`src/rtl/conv_sched_pkg.sv`:
```
// Shared definitions for the convolution job scheduler: state encoding and
// default sizing constants used by conv_sched and its watchdog.
package conv_sched_pkg;

    localparam int NUM_FILTERS_DEF = 8;
    localparam int DATA_WIDTH_DEF  = 8;

    typedef enum logic [2:0] {
        ST_IDLE   = 3'd0,
        ST_LOAD   = 3'd1,
        ST_LAUNCH = 3'd2,
        ST_RUN    = 3'd3,
        ST_FINISH = 3'd4
    } sched_state_e;

endpackage

```
`src/rtl/conv_watchdog.sv`:
```
// Per-pass watchdog: counts consecutive RUN cycles and flags expiry on the
// LIMIT-th cycle without a core completion.
module conv_watchdog #(
    parameter int LIMIT = 65535,
    localparam int CNT_W = $clog2(LIMIT + 1)
) (
    input  logic clk,
    input  logic reset,
    input  logic run_i,
    output logic expired_o
);

    logic [CNT_W-1:0] cnt_q;
    logic [CNT_W-1:0] cnt_d;

    // Holding at zero outside RUN makes every entry to RUN start from a clean count.
    always_comb begin
        cnt_d = '0;
        if (run_i) begin
            cnt_d = cnt_q + 1'b1;
        end
    end

    always_ff @(posedge clk) begin
        if (!reset) begin
            cnt_q <= '0;
        end else begin
            cnt_q <= cnt_d;
        end
    end

    assign expired_o = run_i && (cnt_q == CNT_W'(LIMIT - 1));

endmodule

```
`src/rtl/conv_sched.sv`:
```
// Convolution job scheduler: sequences weight loads and conv_core passes per filter.
// Optional watchdog on each core pass is enabled by defining CONV_SCHED_TIMEOUT_EN.
import conv_sched_pkg::*;

module conv_sched #(
    parameter int NUM_FILTERS    = NUM_FILTERS_DEF,
    parameter int FILT_W         = $clog2(NUM_FILTERS) + 1,
    parameter int TIMEOUT_CYCLES = 65535
) (
    input  logic              clk,
    input  logic              reset,
    input  logic              start,
    input  logic [FILT_W-1:0] num_filt,
    input  logic              abort,
    output logic              wload_req,
    output logic [FILT_W-1:0] wload_idx,
    input  logic              wload_ack,
    output logic              core_start,
    input  logic              core_done,
    output logic [FILT_W-1:0] filt_idx,
    output logic              busy,
    output logic              done,
    output logic              err
);

    sched_state_e      state_q, state_d;
    logic [FILT_W-1:0] count_q, count_d;
    logic [FILT_W-1:0] filt_idx_q, filt_idx_d;
    logic              err_q, err_d;
    logic [FILT_W-1:0] clamped_cnt;
    logic              timeout;

    logic              busy_q, wload_req_q, core_start_q, done_q;
    logic [FILT_W-1:0] wload_idx_q;

`ifdef CONV_SCHED_TIMEOUT_EN
    conv_watchdog #(
        .LIMIT (TIMEOUT_CYCLES)
    ) u_watchdog (
        .clk       (clk),
        .reset     (reset),
        .run_i     (state_q == ST_RUN),
        .expired_o (timeout)
    );
`else
    assign timeout = 1'b0;
`endif

    assign clamped_cnt = (num_filt > FILT_W'(NUM_FILTERS)) ? FILT_W'(NUM_FILTERS) : num_filt;

    always_comb begin
        // NOTE: every comb output gets a default first so no path can infer a latch.
        state_d    = state_q;
        count_d    = count_q;
        filt_idx_d = filt_idx_q;
        err_d      = err_q;

        unique case (state_q)
            ST_IDLE: begin
                if (start) begin
                    count_d    = clamped_cnt;
                    filt_idx_d = '0;
                    err_d      = 1'b0;
                    state_d    = (clamped_cnt == '0) ? ST_FINISH : ST_LOAD;
                end
            end
            ST_LOAD: begin
                if (wload_ack) begin
                    state_d = ST_LAUNCH;
                end
            end
            ST_LAUNCH: begin
                state_d = ST_RUN;
            end
            ST_RUN: begin
                if (core_done) begin
                    if (filt_idx_q == count_q - FILT_W'(1)) begin
                        state_d = ST_FINISH;
                    end else begin
                        filt_idx_d = filt_idx_q + FILT_W'(1);
                        state_d    = ST_LOAD;
                    end
                end else if (timeout) begin
                    err_d   = 1'b1;
                    state_d = ST_IDLE;
                end
            end
            ST_FINISH: begin
                state_d = ST_IDLE;
            end
            default: begin
                state_d = ST_IDLE;
            end
        endcase

        // Abort overrides any completion or timeout seen in the same cycle.
        if (abort && (state_q != ST_IDLE)) begin
            state_d    = ST_IDLE;
            filt_idx_d = filt_idx_q;
            err_d      = err_q;
        end
    end

    // Outputs are decoded from the next state so they are registered yet
    // aligned with the state they describe.
    always_ff @(posedge clk) begin
        // NOTE: sequential state uses non-blocking assignments only.
        if (!reset) begin
            state_q      <= ST_IDLE;
            count_q      <= '0;
            filt_idx_q   <= '0;
            err_q        <= 1'b0;
            busy_q       <= 1'b0;
            wload_req_q  <= 1'b0;
            wload_idx_q  <= '0;
            core_start_q <= 1'b0;
            done_q       <= 1'b0;
        end else begin
            state_q      <= state_d;
            count_q      <= count_d;
            filt_idx_q   <= filt_idx_d;
            err_q        <= err_d;
            busy_q       <= (state_d != ST_IDLE);
            wload_req_q  <= (state_d == ST_LOAD);
            wload_idx_q  <= (state_d == ST_LOAD) ? filt_idx_d : '0;
            core_start_q <= (state_d == ST_LAUNCH);
            done_q       <= (state_d == ST_FINISH);
        end
    end

    assign busy       = busy_q;
    assign wload_req  = wload_req_q;
    assign wload_idx  = wload_idx_q;
    assign core_start = core_start_q;
    assign done       = done_q;
    assign filt_idx   = filt_idx_q;
    assign err        = err_q;

endmodule

```
`config.mk`:
```
export PLATFORM = sky130hd
export DESIGN_NAME = conv_sched
export DESIGN_NICKNAME = d
export VERILOG_FILES = /design/src/rtl/conv_sched_pkg.sv /design/src/rtl/conv_watchdog.sv /design/src/rtl/conv_sched.sv
export SDC_FILE = /design/constraint.sdc
export NUM_CORES = 1
export LEC_CHECK = 0
export CORE_MARGIN = 2
export CORE_UTILIZATION = 48
export CTS_CLUSTER_SIZE = 28
export DETAILED_ROUTE_END_ITERATION = 8
export PLACE_DENSITY = 0.86
export SETUP_SLACK_MARGIN = 0.15
export SLEW_MARGIN = 20
export SYNTH_ARGS = -nofsm -noshare
export SYNTH_HDL_FRONTEND = slang
export SYNTH_SLANG_ARGS = --single-unit
```
`constraint.sdc`:
```
create_clock -name clk -period 2.37 [get_ports clk]
set_input_delay 0.711 -clock clk [delete_from_list [all_inputs] [get_ports clk]]
set_output_delay 0.711 -clock clk [all_outputs]
set_load 0.03 [all_outputs]
```
# After elaboration in Yosys (flattened, before gate mapping)
# Index checks and enable logic that the tools add are counted.
[totals] ff_bits=19 latch_bits=0 ramBits=0 romBits=0 output_inout_bits=13 elab_cells=38 mem_count=0
[classes] addsub=2 multipliers=0 div=0 order_cmp=1 eq_ne=7 n_shift=0 mux=13 bitwise_logic=0 n_reduce_logical=7
[op_table] op="$mux 4" count=5
[op_table] op="$mux 3" count=6
[op_table] op="$pmux 3 s4" count=1
[op_table] op="$eq 3x2->1 const B" count=3
[op_table] op="$pmux 4 s2" count=1
[op_table] op="$eq 3x1->1 const B" count=2
[op_table] op="$reduce_bool 3->1" count=2
[op_table] op="$add 4x1->4 const B" count=1
[op_table] op="$eq 4x4->1" count=1
[op_table] op="$gt 4x4->1 const B" count=1
[op_table] op="$logic_not 4->1" count=1
[op_table] op="$reduce_and 2->1" count=2
[op_table] op="$sub 4x1->4 const B" count=1
[op_table] op="$eq 3x3->1 const B" count=1
[op_table] op="$logic_not 3->1" count=1
[op_table] op="$logic_and 1x1->1" count=1

# Depth between registers and ports, before layout
# Gate-level depths: netlist of run 1.
[depth] ltp_word=9 mapped_depth=7

# Worst setup path before layout of run 1
# OpenSTA, ideal clock, no wires.
[synth_path] kind="input to register" start="in start" end="reg wload_idx_q[0] (netlist: wload_idx[0])" setup_time_ns=0.073 arrival_time_ns=1.834 required_ns=2.297 slack_ns=0.463 path_stages=6 n_path_buf=1 path_cell_list="or3b_4 buf_6 or2_4 o21ai_4 o21ai_2 nor3_2"
[synth_via] elab_chain_len=5 word_cells_on_any_way=8
[synth_lines] item="start: declaration" line="conv_sched.sv:12" rtl="input logic start,"
[synth_lines] item="$mux 3" line="conv_sched.sv:60" rtl="if (start) begin"
[synth_lines] item="$pmux 3 s4" line="conv_sched.sv:58" rtl="unique case (state_q)"
[synth_lines] item="$mux 3" line="conv_sched.sv:97" rtl="if (abort && (state_q != ST_IDLE)) begin"
[synth_lines] item="$eq 3x1->1" line="conv_sched.sv:125" rtl="wload_idx_q <= (state_d == ST_LOAD) ? filt_idx_d : '0;"
[synth_lines] item="$reduce_and 2->1 (no source line)"
[synth_lines] item="end signal: assignment" line="conv_sched.sv:125"
[synth_lines] item="end: declaration" line="conv_sched.sv:34" rtl="logic [FILT_W-1:0] wload_idx_q;"
# Parallel ways exist; a longest one is shown, timed or not.
# A chain may end at the register's enable or synchronous reset.

# Worst setup path in the final report of run 1
# Ends and elaborated chain as after synthesis.

==> run summary, run 1 <==
Starting Density -> 51.52%
Leakage power -> 0.0005381 µW
Unrepaired setup endpoints after global routing -> false
FF-to-FF End -> filt_idx[0]$_SDFF_PN0_
Insertion delay to the later sink of the worst-skew pair -> 300 ps
Synthesis Warnings -> 0
Proportion of power drawn by combinational gates -> 26.2%
Pwr Density -> 537.9 nW/µm²
All-Layer GR Usage -> 19.71%
Worst Setup Start Kind -> primary input
Top cells by count, synth -> sky130_fd_sc_hd__dfxtp_1, sky130_fd_sc_hd__nor2_1, sky130_fd_sc_hd__nand2_1
Count of buffers from port buffering -> 21
Most instantiated library cell after synthesis -> sky130_fd_sc_hd__dfxtp_1
Vias after detailed routing -> 909
Number of nets in the layout -> 153
Sequential share of power -> 50.0%
Number of max-slew violations in the final report -> 0
Critical Path RT -> 2610 ps
Maximum number of pins on one net before global-route repair -> 12
Clock Tree Root -> sky130_fd_sc_hd__clkbuf_4
Placement row count -> 16
Switching power summed over all nets -> 215.0 µW
Class of the worst hold path -> flip-flop to flip-flop
Endpoint kind of the worst setup timing path -> flip-flop
Leading post-synthesis cells by cell area -> sky130_fd_sc_hd__dfxtp_1, sky130_fd_sc_hd__nor2_1, sky130_fd_sc_hd__a21boi_0
Largest area contributor in the netlist -> sky130_fd_sc_hd__dfxtp_1
Global-route wire length before repair -> 3.808 mm
Core outline area -> 1982 µm²
Pin slew with the least headroom to its limit -> 488.7 ps
Share of synthesized area occupied by flip-flops and latches -> 37.25%
RR Startpoint -> count_q[0]$_SDFFE_PN0P_
Fin Clk Skew -> 2.683 ps
CTS clock-pin slew for the worst setup and hold paths -> 110 ps
Proportion of total power due to net switching -> 30.64%
Final routed wire length divided by cell count -> 13.27 µm
Placed instance count -> 163
X dimension of the die -> 50.12 µm
Detailed-routing iteration count for the pre-antenna-repair pass -> 4
Seq cells post-synth -> 19
Start point of the critical path -> start
R2R Setup Slk -> 390 ps
Total inserted antenna cells -> 0
Period Utilization, post-route -> 86.86%
Net count after synthesis -> 126
Number of hold violations in the final report -> 0
Synthesized instance count -> 114
Largest vdd supply drop -> 301.4 µV
Detailed-route vias per instance -> 5.443
Total setup violations reported at the end of the flow -> 0
Post-synth cell types -> 43
Number of design-rule violations left by the first detailed-router iteration -> 30
CTS H-Tree Depth -> 1
CP Data Arrival Time -> 2300 ps
Antenna violations before repair -> 0
DIE HEIGHT -> 50.12 µm
Half-perimeter wire length of the detailed placement result -> 1.757 mm
Setup repair bufs after CTS -> 0
Most frequently used flop master after synthesis -> sky130_fd_sc_hd__dfxtp_1
Number of primary I/O pins -> 23
Synthesized cell area -> 1021 µm²
Clock buffer count from CTS -> 3
Clock tree from TritonCTS -> yes
Final weighted congestion in routability-driven placement -> 0.8485
Number of synthesized flops with an enable pin -> 0
Remaining routing DRC violations -> 0
CTS Hold Buffers Added -> 0
Final routed wirelength across all metal layers -> 2.216 mm
Fraction of synthesis flops using an asynchronous set or reset pin -> 0%
Worst slew margin relative to its limit -> 67.08%
Clock tree sinks -> 19
Total power draw -> 701.9 µW
Final period demand of the worst path -> 2059 ps
Clock network fraction of total power -> 23.8%
Area growth from synthesis to final layout -> 27.82%
End of the critical path -> wload_idx[0]$_SDFF_PN0_
Fraction of layout cells with a size suffix above 1 -> 12.86%
Max Clock Freq -> 0.4858 GHz
Internal power -> 486.9 µW
Post-layout instance count excluding filler cells -> 167
Total Die Area -> 2512 µm²
Post-route antenna net violation count -> 0
Number of maximum-capacitance violations -> 0
Max clock buf depth -> 2
Start-to-end type of the worst setup path -> primary input to flip-flop
Worst reg-to-reg path cell count -> 7
Global route overflow -> 0
Yosys top cell area share -> 37.25%
Maximum fanout count along the critical path -> 7
Number of global-route vias before repair -> 860
Run status -> finished clean
Mean post-synth cell area -> 8.956 µm²
registers in the layout, indices dropped and copies added, names as in the netlist:
| signal | flops |
|---|---|
| count_q | 4 |
| state_q | 3 |
| wload_req | 1 |
| wload_idx | 4 |
| busy | 1 |
| filt_idx | 4 |
| core_start | 1 |
| done | 1 |
critical path, stage by stage:
cell and delay [ps]:
sky130_fd_sc_hd__clkdlybuf4s50_1 470, sky130_fd_sc_hd__or3b_4 430, sky130_fd_sc_hd__or2_4 260, sky130_fd_sc_hd__o21ai_4 130
sky130_fd_sc_hd__o21ai_2 120, sky130_fd_sc_hd__nor3_2 180
final cells by class:
type / count / area [µm²]
fill: 162 / 676.9
multi-input combinational: 86 / 586.8
sequential: 19 / 380.4
timing repair buffer: 27 / 261.5
tap: 27 / 33.78
clock buffer: 3 / 22.52
inverter: 4 / 15.01
clock inverter: 1 / 5.005
logic make-up (layout without fill, tap and decap cells):
| kind of cell | Yosys count | in the layout | share of synthesized area, % |
|---|---|---|---|
| AO/OA/AOI/OAI | 28 | 28 | 20.47 |
| XOR/XNOR | 5 | 5 | 5.760 |
| adder cells (fa/ha/maj) | 2 | 2 | 2.451 |
| buffers and inverters | 9 | 35 | 5.268 |
| flip-flops | 19 | 19 | 37.25 |
| other | 1 | 1 | 0.3673 |
| AND/OR/NAND/NOR | 50 | 50 | 28.43 |
layout by cell type (no fill, tap or decap), types with 2 or more instances in the layout:
master                            count
sky130_fd_sc_hd__inv_1                4
sky130_fd_sc_hd__clkdlybuf4s50_1     17
sky130_fd_sc_hd__buf_4                6
sky130_fd_sc_hd__o21ai_0              2
sky130_fd_sc_hd__nand3b_1             4
sky130_fd_sc_hd__dlymetal6s2s_1       3
sky130_fd_sc_hd__nor2b_1              4
sky130_fd_sc_hd__a31oi_1              2
sky130_fd_sc_hd__o21a_1               4
sky130_fd_sc_hd__ha_1                 2
sky130_fd_sc_hd__nand2_1              9
sky130_fd_sc_hd__nand3_1              3
sky130_fd_sc_hd__nor2_1              15
sky130_fd_sc_hd__nand4_1              2
sky130_fd_sc_hd__a21boi_0             7
sky130_fd_sc_hd__clkbuf_4             3
sky130_fd_sc_hd__dfxtp_1             19
sky130_fd_sc_hd__xnor2_1              3
sky130_fd_sc_hd__a21oi_1              5
power groups by stage:
stage	registers (µW)	logic, µW	clock network (µW)
after floorplan	364	126	0
after global placement	358	179	0
after detailed placement	358	184	0
after CTS	351	184	165
after global routing	355	200	177
final	351	184	167
layer usage:
| metal | share of wire, % | wire, µm | track usage, % |
|---|---|---|---|
| met1 | 44 | 964 | 23.63 |
| met2 | 48 | 1058 | 32.89 |
| met3 | 6.6 | 146 | 4.545 |
| met4 | 2.2 | 48 | 9.259 |
| met5 | 0 | 0 | 0 |
what timing repair did:
item,4_1_cts,5_1_grt
setup endpoints to repair,1,3
resized for setup,1,3
pin swaps,0,0
per-stage QoR:
step	setup WS [ps]	cell area, µm²	utilization (%)	hold slack, ps	setup TNS (ps)
2_1_floorplan	463.1	1021	-	454.1	0
3_3_place_gp	13.85	1271	64.14	464.0	0
3_5_place_dp	-11.92	1271	64.14	471.5	-11.92
4_1_cts	158.4	1297	65.47	486.3	0
5_1_grt	219.6	1305	65.85	527.8	0
6_report	311.4	1305	65.85	481.2	0
worst min-delay path by stage:
stage,cells after the start,start,endpoint
2_1_floorplan,2,count_q[1]$_SDFFE_PN0P_,count_q[1]$_SDFFE_PN0P_
3_3_place_gp,2,count_q[3]$_SDFFE_PN0P_,count_q[3]$_SDFFE_PN0P_
3_5_place_dp,2,count_q[3]$_SDFFE_PN0P_,count_q[3]$_SDFFE_PN0P_
4_1_cts,2,count_q[3]$_SDFFE_PN0P_,count_q[3]$_SDFFE_PN0P_
5_1_grt,2,count_q[3]$_SDFFE_PN0P_,count_q[3]$_SDFFE_PN0P_
6_report,2,count_q[3]$_SDFFE_PN0P_,count_q[3]$_SDFFE_PN0P_
Note: power is estimated with default switching activity, not from simulation.
==> inputs of run 2 (changes only) <==
- RECOVER_POWER: not set -> 50
- clock period: 2.37 -> 1.9 ns (I/O delays scaled with it)
==> run summary, run 2 (same netlist as run 1, synthesis figures left out) <==
Clock Tree Root -> sky130_fd_sc_hd__clkbuf_4
Number of primary I/O pins -> 23
Maximum number of pins on one net before global-route repair -> 12
Final TNS setup -> 0 ps
Fraction of layout cells with a size suffix above 1 -> 29.14%
CTS Hold Buffers Added -> 0
CP Data Arrival Time -> 1170 ps
Worst path setup slack after routing -> 156.1 ps
Unrepaired setup endpoints after global routing -> true
Post-layout instance area -> 1420 µm²
Maximum fanout count along the critical path -> 5
Cell family with most CP delay -> flip-flops
Run status -> finished clean
Clock tree sinks -> 19
Number of hold violations in the final report -> 0
DIE HEIGHT -> 50.12 µm
Number of maximum-capacitance violations -> 0
Highest cell delay on the worst timing path -> 500 ps
Final routed wirelength across all metal layers -> 2.748 mm
Placement row count -> 16
Number of nets in the layout -> 164
Number of design-rule violations left by the first detailed-router iteration -> 24
Pwr Density -> 654.1 nW/µm²
Total setup violations reported at the end of the flow -> 0
Start-to-end type of the worst setup path -> flip-flop to output port
Starting Density -> 51.52%
Detailed-route vias per instance -> 5.573
Number of global-route vias before repair -> 916
CTS clock-pin slew for the worst setup and hold paths -> 110 ps
Detailed-routing iteration count for the pre-antenna-repair pass -> 4
CP max-delay cell -> sky130_fd_sc_hd__dfxtp_1
Final routed wire length divided by cell count -> 15.44 µm
Critical Path RT -> 1330 ps
Max Clock Freq -> 0.5734 GHz
Total inserted antenna cells -> 0
All-Layer GR Usage -> 20.98%
Total Die Area -> 2512 µm²
Global-route wire length before repair -> 4.002 mm
Period Utilization, post-route -> 91.79%
X dimension of the die -> 50.12 µm
Final weighted congestion in routability-driven placement -> 0.8566
Antenna violations before repair -> 0
Clock buffer count from CTS -> 3
Class of the worst hold path -> flip-flop to flip-flop
Leading cell types in the layout, fill and taps excluded -> sky130_fd_sc_hd__nor2_1, sky130_fd_sc_hd__buf_4, sky130_fd_sc_hd__dfxtp_1
Remaining routing DRC violations -> 0
Crit path buffers/inverters -> 1
Final period demand of the worst path -> 1744 ps
Core outline area -> 1982 µm²
Vias after detailed routing -> 992
Max clock buf depth -> 2
Leakage power -> 0.0005891 µW
Clock tree from TritonCTS -> yes
Fin Clk Skew -> 4.136 ps
Placed Instance Area -> 1328 µm²
Count of buffers from port buffering -> 21
Area growth from synthesis to final layout -> 39.09%
Post-route antenna net violation count -> 0
CTS H-Tree Depth -> 1
Global route overflow -> 0
Largest vdd supply drop -> 470.3 µV
Number of max-slew violations in the final report -> 0
Worst Setup Start Kind -> flip-flop
Insertion delay to the later sink of the worst-skew pair -> 300 ps
Endpoint kind of the worst setup timing path -> output port
Half-perimeter wire length of the detailed placement result -> 1.797 mm
Worst setup slack before clock tree synthesis -> -408.7 ps
Total power draw -> 928.8 µW
CP cell instances -> clkbuf_1
## run 2: cell count changes in the layout (fill, tap and decap cells not counted), sizes merged
cell	change
buf	+9
clkbuf	+6
clkdlybuf4s50	-12
clkinv	-1
dlygate4sd2	+11
dlygate4sd3	+1
dlymetal6s2s	-3
## run 2: through the flow
stage | utilization [%] | hold WS, ps | cells
CTS | 70.64 | 496.4 | 177
global placement | 66.98 | 468.8 | 170
global route | 71.65 | 530.2 | 178
detailed placement | 66.98 | 491.1 | 170
floorplan | - | 454.1 | 114
finish | 71.65 | 506.5 | 178
## run 2: tightest hold or removal path: cells and delay by family, from the launching register on
kind             cells  cell delay, ps
AO/OA/AOI/OAI        1              70
flip-flops           1             340
AND/OR/NAND/NOR      1              50
## run 2: timing repair
item,4_1_cts,5_1_grt
pin swaps,8,0
setup buffers,3,1
resized for setup,29,15
setup endpoints to repair,28,14
## run 2: power by group
part,internal [µW],switching [µW],total [µW]
logic,133,146,278
clock network,81.7,128,210
registers,419,21.4,441
## run 2: final timing paths
path / startpoint / to / slack [ps] / cells after the start
setup / recovery: filt_idx[3]$_SDFF_PN0_ / filt_idx[3] / 160 / 1
setup reg to reg: count_q[0]$_SDFFE_PN0P_ / filt_idx[3]$_SDFF_PN0_ / 160 / 8
hold reg to reg: count_q[3]$_SDFFE_PN0P_ / count_q[3]$_SDFFE_PN0P_ / 510 / 2
hold / removal: count_q[3]$_SDFFE_PN0P_ / count_q[3]$_SDFFE_PN0P_ / 510 / 2
## run 2: final cells by class
| type | instances | area [µm²] |
|---|---|---|
| clock buffers | 4 | 26.28 |
| well taps | 27 | 33.78 |
| inverters | 4 | 15.01 |
| multi-input cells | 86 | 651.9 |
| flip-flops and latches | 19 | 390.4 |
| fillers | 150 | 561.8 |
| repair buffers | 38 | 302.8 |
## run 2: metal layers
layer / GRT usage [%] / wire, µm / vias up
li1: - / - / 473
met3: 3.030 / 107 / 11
met4: 6.481 / 76 / 0
met1: 24.57 / 1105 / 472
met2: 38.60 / 1459 / 36
met5: 0 / 0 / -
==> inputs of run 3 (changes only) <==
- CELL_PAD_IN_SITES_DETAIL_PLACEMENT: not set -> 1
- CELL_PAD_IN_SITES_GLOBAL_PLACEMENT: not set -> 1
- CORE_UTILIZATION: 48 -> 36
- HOLD_SLACK_MARGIN: not set -> 0.1
==> run summary, run 3 (same netlist as run 1, synthesis figures left out) <==
Worst path setup slack after routing -> 126.8 ps
Maximum fanout count along the critical path -> 3
Half-perimeter wire length of the detailed placement result -> 2.099 mm
Remaining routing DRC violations -> 0
Detailed-routing iteration count for the pre-antenna-repair pass -> 4
Post-route antenna net violation count -> 0
CTS clock-pin slew for the worst setup and hold paths -> 120 ps
Number of maximum-capacitance violations -> 0
Total Die Area -> 3278 µm²
Class of the worst hold path -> flip-flop to flip-flop
Final hold slack -> 500.9 ps
Worst Setup Start Kind -> flip-flop
Placed instance count -> 178
Core outline area -> 2734 µm²
Period Utilization, post-route -> 93.33%
Insertion delay to the later sink of the worst-skew pair -> 320 ps
Number of design-rule violations left by the first detailed-router iteration -> 35
Number of max-slew violations in the final report -> 0
Final period demand of the worst path -> 1773 ps
Fraction of layout cells with a size suffix above 1 -> 36.54%
Unrepaired setup endpoints after global routing -> true
Total inserted antenna cells -> 0
Number of nets in the layout -> 169
DIE HEIGHT -> 57.26 µm
Fin Clk Skew -> 2.034 ps
Starting Density -> 37.35%
Maximum number of pins on one net before global-route repair -> 12
Final TNS setup -> 0 ps
Largest vdd supply drop -> 574.7 µV
Detailed-route vias per instance -> 5.620
Total setup violations reported at the end of the flow -> 0
Final routed wirelength across all metal layers -> 3.474 mm
Most frequent standard cell in the layout excluding fill and tap cells -> sky130_fd_sc_hd__buf_4
Clock Tree Root -> sky130_fd_sc_hd__clkbuf_4
All-Layer GR Usage -> 21.23%
Final weighted congestion in routability-driven placement -> 0.8964
Run status -> finished clean
Pwr Density -> 648.4 nW/µm²
Max clock buf depth -> 2
Antenna violations before repair -> 0
Placement row count -> 19
Clock tree from TritonCTS -> yes
Leakage power -> 0.0006248 µW
Area growth from synthesis to final layout -> 47.43%
Global-route wire length before repair -> 5.340 mm
Count of buffers from port buffering -> 21
Start-to-end type of the worst setup path -> flip-flop to flip-flop
X dimension of the die -> 57.26 µm
CTS H-Tree Depth -> 1
Global route overflow -> 0
CP Data Arrival Time -> 2030 ps
Max Clock Freq -> 0.5640 GHz
Number of hold violations in the final report -> 0
Endpoint kind of the worst setup timing path -> flip-flop
Clock tree sinks -> 19
Number of primary I/O pins -> 23
Critical Path RT -> 2160 ps
Layout Utilization -> 55.06%
Filler cells -> 310
Post-layout instance count excluding filler cells -> 187
Number of global-route vias before repair -> 1113
Vias after detailed routing -> 1051
Clock buffer count from CTS -> 3
Final routed wire length divided by cell count -> 18.58 µm
Worst setup slack before clock tree synthesis -> -341.7 ps
Leading cell types in the layout, fill and taps excluded -> sky130_fd_sc_hd__buf_4, sky130_fd_sc_hd__nor2_1, sky130_fd_sc_hd__dfxtp_1
run 3: final cells by class:
class	instances	area [µm²]	area share, %
Clock inverter	1	5.005	0.3325
Inverter	4	15.01	0.9975
Clock buffer	3	22.52	1.496
Tap cell	31	38.79	2.577
Multi-Input combinational cell	86	691.9	45.97
Timing Repair Buffer	43	340.3	22.61
Sequential cell	19	391.6	26.02
run 3: worst paths after layout:
path / cells after the start / slack [ps] / start / endpoint
min reg2reg: 2 / 500 / count_q[1]$_SDFFE_PN0P_ / count_q[1]$_SDFFE_PN0P_
max reg2reg: 9 / 130 / count_q[0]$_SDFFE_PN0P_ / filt_idx[1]$_SDFF_PN0_
max: 9 / 130 / count_q[0]$_SDFFE_PN0P_ / filt_idx[1]$_SDFF_PN0_
min: 2 / 500 / count_q[1]$_SDFFE_PN0P_ / count_q[1]$_SDFFE_PN0P_
run 3: timing repair:
action | in CTS | in global routing
setup endpoints to repair | 28 | 15
gates resized for setup | 32 | 22
pin swaps | 4 | 8
cloned | 0 | 0
hold buffers | 0 | 0
buffers inserted | 3 | 2
run 3: routing by layer:
| metal | track usage, % | vias to the layer above | share of wire [%] |
|---|---|---|---|
| met3 | 3.401 | 15 | 5.2 |
| li1 | - | 484 | - |
| met2 | 37.11 | 45 | 51 |
| met1 | 25.35 | 507 | 40 |
| met5 | 0 | - | 0 |
| met4 | 9.967 | 0 | 4.3 |
run 3: critical path, cell delays in order, from the launching register on:
cell and delay (ps):
sky130_fd_sc_hd__dfxtp_2 360, sky130_fd_sc_hd__inv_2 50, sky130_fd_sc_hd__ha_4 250, sky130_fd_sc_hd__xnor2_4 130
sky130_fd_sc_hd__nor3_4 230, sky130_fd_sc_hd__buf_4 140, sky130_fd_sc_hd__buf_4 110, sky130_fd_sc_hd__nand4_1 130
sky130_fd_sc_hd__nor3b_4 200, sky130_fd_sc_hd__nor2b_1 120
run 3: power breakdown:
part,switching [µW],internal [µW],leakage (µW)
combinational,163,143,0.000449
clock,149,79.0,0.0000177
sequential,22.2,419,0.000158
run 3: stage by stage:
| step | total power (µW) | area [µm²] |
|---|---|---|
| 2_1_floorplan | 611.3 | 1025 |
| 3_3_place_gp | 706.6 | 1363 |
| 3_5_place_dp | 717.4 | 1363 |
| 4_1_cts | 945.2 | 1454 |
| 5_1_grt | 1016 | 1505 |
| 6_report | 976.0 | 1505 |
